`src/rtl/pipelined_multiplier_pkg.sv`:
```
// Shared types for the RV32M multiply functional unit: operation encoding
// and the operand-extension / result-select rules that go with it.
package pipelined_multiplier_pkg;

    typedef enum logic [1:0] {
        MUL_MUL    = 2'b00,
        MUL_MULH   = 2'b01,
        MUL_MULHSU = 2'b10,
        MUL_MULHU  = 2'b11
    } mul_func_e;

    // rs1 is treated as signed for MULH and MULHSU.
    function automatic logic opa_is_signed(input mul_func_e f);
        return (f == MUL_MULH) || (f == MUL_MULHSU);
    endfunction

    function automatic logic opb_is_signed(input mul_func_e f);
        return (f == MUL_MULH);
    endfunction

    // Only MUL returns the low half of the product.
    function automatic logic want_high_half(input mul_func_e f);
        return (f != MUL_MUL);
    endfunction

endpackage

```
`src/rtl/pipelined_multiplier_stage.sv`:
```
// One combinational slice of the multiplier: adds opa_ext times a C-bit chunk
// of opb, shifted into place, and applies the opb sign correction in the last slice.
module mult_stage #(
    parameter int XLEN  = 32,
    parameter int C     = 8,
    parameter int SHIFT = 0,
    parameter bit LAST  = 1'b0
) (
    input  logic [XLEN:0]       opa_ext,
    input  logic [C:0]          opb_bits,
    input  logic [2*XLEN+1:0]   acc_in,
    output logic [2*XLEN+1:0]   acc_out
);

    localparam int ACC_W = 2 * XLEN + 2;

    logic [ACC_W-1:0] opa_wide;
    logic [ACC_W-1:0] chunk_wide;
    logic [ACC_W-1:0] partial;
    logic [ACC_W-1:0] correction;
    logic             sub_en;

    always_comb begin
        opa_wide   = {{(XLEN + 1){opa_ext[XLEN]}}, opa_ext};
        chunk_wide = ACC_W'(opb_bits[C-1:0]);
        partial    = (opa_wide * chunk_wide) << SHIFT;
        // opb_bits[C] is the opb_ext sign bit only once every lower chunk is consumed.
        sub_en     = LAST && opb_bits[C];
        correction = sub_en ? (opa_wide << XLEN) : '0;
        acc_out    = acc_in + partial - correction;
    end

endmodule

```
`src/rtl/pipelined_multiplier.sv`:
```
// Pipelined RV32M multiply unit for the execute stage: STAGES-deep partial-product
// pipe carrying the destination tag, with global stall on CDB backpressure and flush.
module pipelined_multiplier
    import pipelined_multiplier_pkg::*;
#(
    parameter int XLEN   = 32,
    parameter int STAGES = 4,
    parameter int TAG_W  = 5
) (
    input  logic             clock,
    input  logic             reset,
    input  logic             flush,
    input  logic             in_valid,
    output logic             in_ready,
    input  logic [XLEN-1:0]  opa,
    input  logic [XLEN-1:0]  opb,
    input  mul_func_e        func,
    input  logic [TAG_W-1:0] in_tag,
    output logic             out_valid,
    input  logic             out_ready,
    output logic [XLEN-1:0]  out_result,
    output logic [TAG_W-1:0] out_tag
);

    localparam int C     = XLEN / STAGES;
    localparam int ACC_W = 2 * XLEN + 2;

    if (STAGES < 1 || STAGES > XLEN || (XLEN % STAGES) != 0) begin : g_bad_cfg
        $error("pipelined_multiplier: STAGES must be in 1..XLEN and divide XLEN");
    end

    typedef struct packed {
        logic             valid;
        mul_func_e        func;
        logic [TAG_W-1:0] tag;
        logic [XLEN:0]    opa_ext;
        logic [XLEN:0]    opb_rem;
        logic [ACC_W-1:0] acc;
    } stage_t;

    stage_t           stage_q   [STAGES];
    stage_t           stage_in  [STAGES];
    stage_t           stage_d   [STAGES];
    logic [ACC_W-1:0] stage_acc [STAGES];
    stage_t           tail;
    logic [XLEN:0]    opa_ext_w;
    logic [XLEN:0]    opb_ext_w;
    logic             stall;

    // Handshake: a transfer happens on a rising edge where valid && ready are both
    // high; ready never depends on the same side's valid, and an offered op with
    // valid high stays put until it transfers. in_ready falls only while the tail
    // op is waiting for its CDB grant, which freezes the whole pipe.
    assign tail      = stage_q[STAGES-1];
    assign out_valid = tail.valid;
    assign out_tag   = tail.tag;
    assign stall     = out_valid && !out_ready;
    assign in_ready  = !stall;

    always_comb begin
        opa_ext_w = {opa_is_signed(func) ? opa[XLEN-1] : 1'b0, opa};
        opb_ext_w = {opb_is_signed(func) ? opb[XLEN-1] : 1'b0, opb};
    end

    for (genvar i = 0; i < STAGES; i++) begin : g_stage
        if (i == 0) begin : g_head
            assign stage_in[i] = '{
                valid:   in_valid,
                func:    func,
                tag:     in_tag,
                opa_ext: opa_ext_w,
                opb_rem: opb_ext_w,
                acc:     '0
            };
        end else begin : g_body
            assign stage_in[i] = stage_q[i-1];
        end

        mult_stage #(
            .XLEN  (XLEN),
            .C     (C),
            .SHIFT (i * C),
            .LAST  (i == STAGES - 1)
        ) u_mult_stage (
            .opa_ext  (stage_in[i].opa_ext),
            .opb_bits (stage_in[i].opb_rem[C:0]),
            .acc_in   (stage_in[i].acc),
            .acc_out  (stage_acc[i])
        );

        // The consumed chunk is shifted out so the next slice always reads bits [C:0].
        assign stage_d[i] = '{
            valid:   stage_in[i].valid,
            func:    stage_in[i].func,
            tag:     stage_in[i].tag,
            opa_ext: stage_in[i].opa_ext,
            opb_rem: stage_in[i].opb_rem >> C,
            acc:     stage_acc[i]
        };
    end

    // Reset beats flush, flush beats stall; payloads of flushed slots are don't-care.
    always_ff @(posedge clock) begin
        if (reset) begin
            for (int i = 0; i < STAGES; i++) begin
                stage_q[i] <= '0;
            end
        end else if (flush) begin
            for (int i = 0; i < STAGES; i++) begin
                stage_q[i].valid <= 1'b0;
            end
        end else if (!stall) begin
            for (int i = 0; i < STAGES; i++) begin
                stage_q[i] <= stage_d[i];
            end
        end
    end

    always_comb begin
        out_result = tail.acc[XLEN-1:0];
        if (want_high_half(tail.func)) begin
            out_result = tail.acc[2*XLEN-1:XLEN];
        end
    end

endmodule

```
`config.mk`:
```
export PLATFORM = sky130hd
export DESIGN_NAME = pipelined_multiplier
export DESIGN_NICKNAME = d
export VERILOG_FILES = /design/src/rtl/pipelined_multiplier_pkg.sv /design/src/rtl/pipelined_multiplier_stage.sv /design/src/rtl/pipelined_multiplier.sv
export SDC_FILE = /design/constraint.sdc
export NUM_CORES = 2
export LEC_CHECK = 0
export CAP_MARGIN = 15
export CELL_PAD_IN_SITES_DETAIL_PLACEMENT = 0
export CELL_PAD_IN_SITES_GLOBAL_PLACEMENT = 2
export CORE_MARGIN = 2
export CORE_UTILIZATION = 38
export DETAILED_ROUTE_END_ITERATION = 10
export GPL_TIMING_DRIVEN = 0
export PLACE_DENSITY = 0.81
export SYNTH_ARGS = -nofsm -noshare
export SYNTH_HDL_FRONTEND = slang
export SYNTH_SLANG_ARGS = --single-unit
```
`constraint.sdc`:
```
create_clock -name clock -period 13.35 [get_ports clock]
set_input_delay 2.67 -clock clock [delete_from_list [all_inputs] [get_ports clock]]
set_output_delay 2.67 -clock clock [all_outputs]
set_load 0.02 [all_outputs]
```
==> results.json <==
{
  "status": "finished clean",
  "rows": 146,
  "critPathMaxFanout": 10,
  "r2r_setup_slack_ns": 3.66,
  "synthDistinctLibCells": 91,
  "fin_ws_ns": 3.66,
  "htreeDepth": 2,
  "grt_pass1_wl_um": 251000,
  "yosysSeqAreaShare": 0.207,
  "drt_iter0_drc": 1964,
  "pre_cts_slack_ns": 3.60,
  "clkSinkCount": 416,
  "synth_mux_area_frac": 0.00649,
  "die_w_um": 402,
  "critPathArrivalTime_ns": 10.07,
  "synthXorXnorAreaFrac": 0.0421,
  "drv_slew": 0,
  "reg_top3": "stage_q (416)",
  "tightest_slew_ns": 1.14,
  "vias": 42100,
  "antenna_left": 0,
  "gp_congestion": 0.892,
  "crit_path_start_kind": "register",
  "final_core_util": 0.417,
  "ys_ff_latch": 416,
  "clockBufferDepth": 3,
  "post-route-period-util": 0.726,
  "clock-root-buffer": "clkbuf_16",
  "synth_edf_count": 415,
  "worst_r2r_endpoint": "stage_q[3][49]",
  "worst_hold_slack_ns": 0.507,
  "fin_crit_ns": 9.69,
  "drt_pass1_iterations": 5,
  "cp.required_ns": 13.73,
  "p_leak_nw": 32.7,
  "clk_pin_slew_ns": 0.06,
  "vias_per_cell": 4.85,
  "dpl.hpwl_um": 140000,
  "maxCapViolations": 0,
  "tritoncts": "built",
  "peakVddDrop_mv": 0.182,
  "grt_util_all_layers": 0.199,
  "critical_path_class": "register to register",
  "reg2reg_from": "stage_q[2][66]",
  "largest-register": "stage_q",
  "skew_ns": 0.0444,
  "finalSetupViolCount": 0,
  "cp_slowest_stage_delay_ns": 0.74,
  "clkLatencyLatePin_ns": 0.66,
  "avgRoutedWirePerCell_um": 18.3,
  "initial_core_util": 0.381,
  "dieHeight_um": 402,
  "io_pins": 115,
  "cpMaxStageDelayCell": "a211oi_1",
  "synth_compound_area_frac": 0.100,
  "largest_reg_flops": 416,
  "drt_drc_violations_left": 0,
  "rsz0062_at_grt": "false",
  "crit_path_end_kind": "register",
  "synth_top_family_by_area": "adder cells",
  "dieArea_um2": 162000,
  "numCtsBuffers": 49,
  "reg2regPathDepth": 35,
  "synthArstFlopShare": 0,
  "synth_area_per_cell_um2": 9.40,
  "hold_buffers": 0,
  "syn-num-nets": 7811,
  "synth_fa_ha_area_frac": 0.383,
  "drive_gt1_frac": 0.0295,
  "area.growth.synth_to_final_pct": 9.38,
  "ys.flop_type": "edfxtp_1",
  "gr-total-overflow": 0,
  "wl_um": 159000,
  "hold_path.class": "register to register",
  "antenna_found_initial": 3,
  "synth_simple_gate_area_frac": 0.170,
  "grt_pass1_vias": 44700,
  "yosys_warnings": 0,
  "slew_headroom": 0.238,
  "finalHoldViolCount": 0,
  "port_buffers": 112,
  "fmax_ghz": 0.103,
  "synthCells": 6400,
  "fin_nets": 7990,
  "coreArea_um2": 158000,
  "crit_path_end": "stage_q[3][49]",
  "syn_area_um2": 60200,
  "tns_ns": 0,
  "postCtsSetupRepairBufs": 0,
  "cts-resized-gates": 0,
  "p_per_area_nw_per_um2": 207,
  "critical_path.startpoint": "stage_q[2][66]",
  "grt_max_degree": 39
}
-- synth_stat cells, types with 6 or more instances --
master | n | area (µm²)
fa_1 | 844 | 16900
mux2_2 | 32 | 360
o31a_1 | 6 | 52.6
nand2b_1 | 25 | 156
nor3_1 | 29 | 145
or3_1 | 16 | 100
nor2_1 | 271 | 1020
a221oi_1 | 6 | 52.6
a31o_2 | 7 | 61.3
edfxtp_1 | 415 | 12500
a31oi_1 | 28 | 175
nand2_1 | 538 | 2020
o21ai_0 | 115 | 576
or2_2 | 11 | 68.8
xnor2_1 | 174 | 1520
nand4_1 | 43 | 269
o21a_1 | 38 | 285
o211ai_1 | 10 | 75.1
o21ai_1 | 19 | 95.1
a21o_1 | 194 | 1460
o21bai_1 | 59 | 443
buf_1 | 6 | 22.5
and2_1 | 820 | 5130
ha_1 | 491 | 6140
nor2b_1 | 25 | 156
o31ai_1 | 17 | 128
clkbuf_1 | 190 | 713
xor2_1 | 111 | 972
a21oi_1 | 296 | 1480
nand3_1 | 49 | 245
and3_1 | 118 | 738
a211oi_1 | 29 | 218
inv_1 | 1244 | 4670
buf_2 | 8 | 40.0
-- final cells by class --
type                       count  area, µm²
fill                       15800      92000
multi-input combinational   4530      42200
sequential                   416      12500
inverter                    1244       4670
tap                         2072       2590
timing repair buffer         128       1430
clock buffer                  56       1250
buffer                       210        821
clock inverter                32        320
antenna                        3       7.51
-- report_power, final --
part | total, mW | internal [mW] | switching [mW]
combinational | 10.1 | 3.87 | 6.19
sequential | 2.24 | 1.95 | 0.286
clock | 1.32 | 0.741 | 0.582
total | 13.6 | 6.57 | 7.06
-- layout by cell type, fill, tap and decap left out, types with 43 or more instances in the layout --
cell type	synthesis	routed
nand4_1	43	43
inv_1	1244	1244
a21o_1	194	194
nand2_1	538	538
clkbuf_1	190	195
and2_1	820	820
nor2_1	271	271
fa_1	844	844
and3_1	118	118
xor2_1	111	111
nand3_1	49	49
edfxtp_1	415	415
o21bai_1	59	56
o21ai_0	115	115
clkdlybuf4s50_1	0	112
a21oi_1	296	296
ha_1	491	491
clkbuf_16	0	49
xnor2_1	174	174
-- worst min-delay path by stage --
| stage | from | end | slack (ns) | cells after the start |
|---|---|---|---|---|
| after floorplan | stage_q[2][131] | stage_q[2][131] | 0.49 | 2 |
| after global placement | stage_q[1][127] | stage_q[2][127] | 0.50 | 1 |
| after detailed placement | stage_q[1][124] | stage_q[2][124] | 0.50 | 1 |
| after CTS | stage_q[1][124] | stage_q[2][124] | 0.50 | 1 |
| after global routing | stage_q[1][125] | stage_q[2][125] | 0.52 | 1 |
| final | stage_q[1][124] | stage_q[2][124] | 0.51 | 1 |
-- metrics by stage --
stage	cells	power, mW	area [µm²]
3_3_place_gp	8584	12.3	63900
2_1_floorplan	6400	9.39	60200
5_1_grt	8688	14.9	65800
6_report	8691	13.6	65800
3_5_place_dp	8600	12.3	64200
4_1_cts	8688	13.7	65800
-- worst max-delay path, delay by kind of cell, from the launching register on --
kind	cells	cell delay, ns
xor+xnor	2	0.68
flops	1	0.66
buf+inv	6	0.73
compound gates	15	3.53
simple gates	4	0.63
fa+ha+maj	8	3.19
-- cells by family after synthesis --
family,count (synthesis)
simple gates,1967
mux,35
compound gates,906
buf+inv,1454
xor+xnor,287
flops,416
fa+ha+maj,1335
-- layer usage --
| metal | track usage | up-vias | wire (µm) |
|---|---|---|---|
| met3 | 0.0169 | 159 | 4280 |
| met4 | 0.0572 | 0 | 5100 |
| met1 | 0.265 | 20800 | 73600 |
| met5 | 0 | - | 0 |
| li1 | - | 20700 | - |
| met2 | 0.344 | 517 | 76000 |
Power figures use the tool's default switching activity.
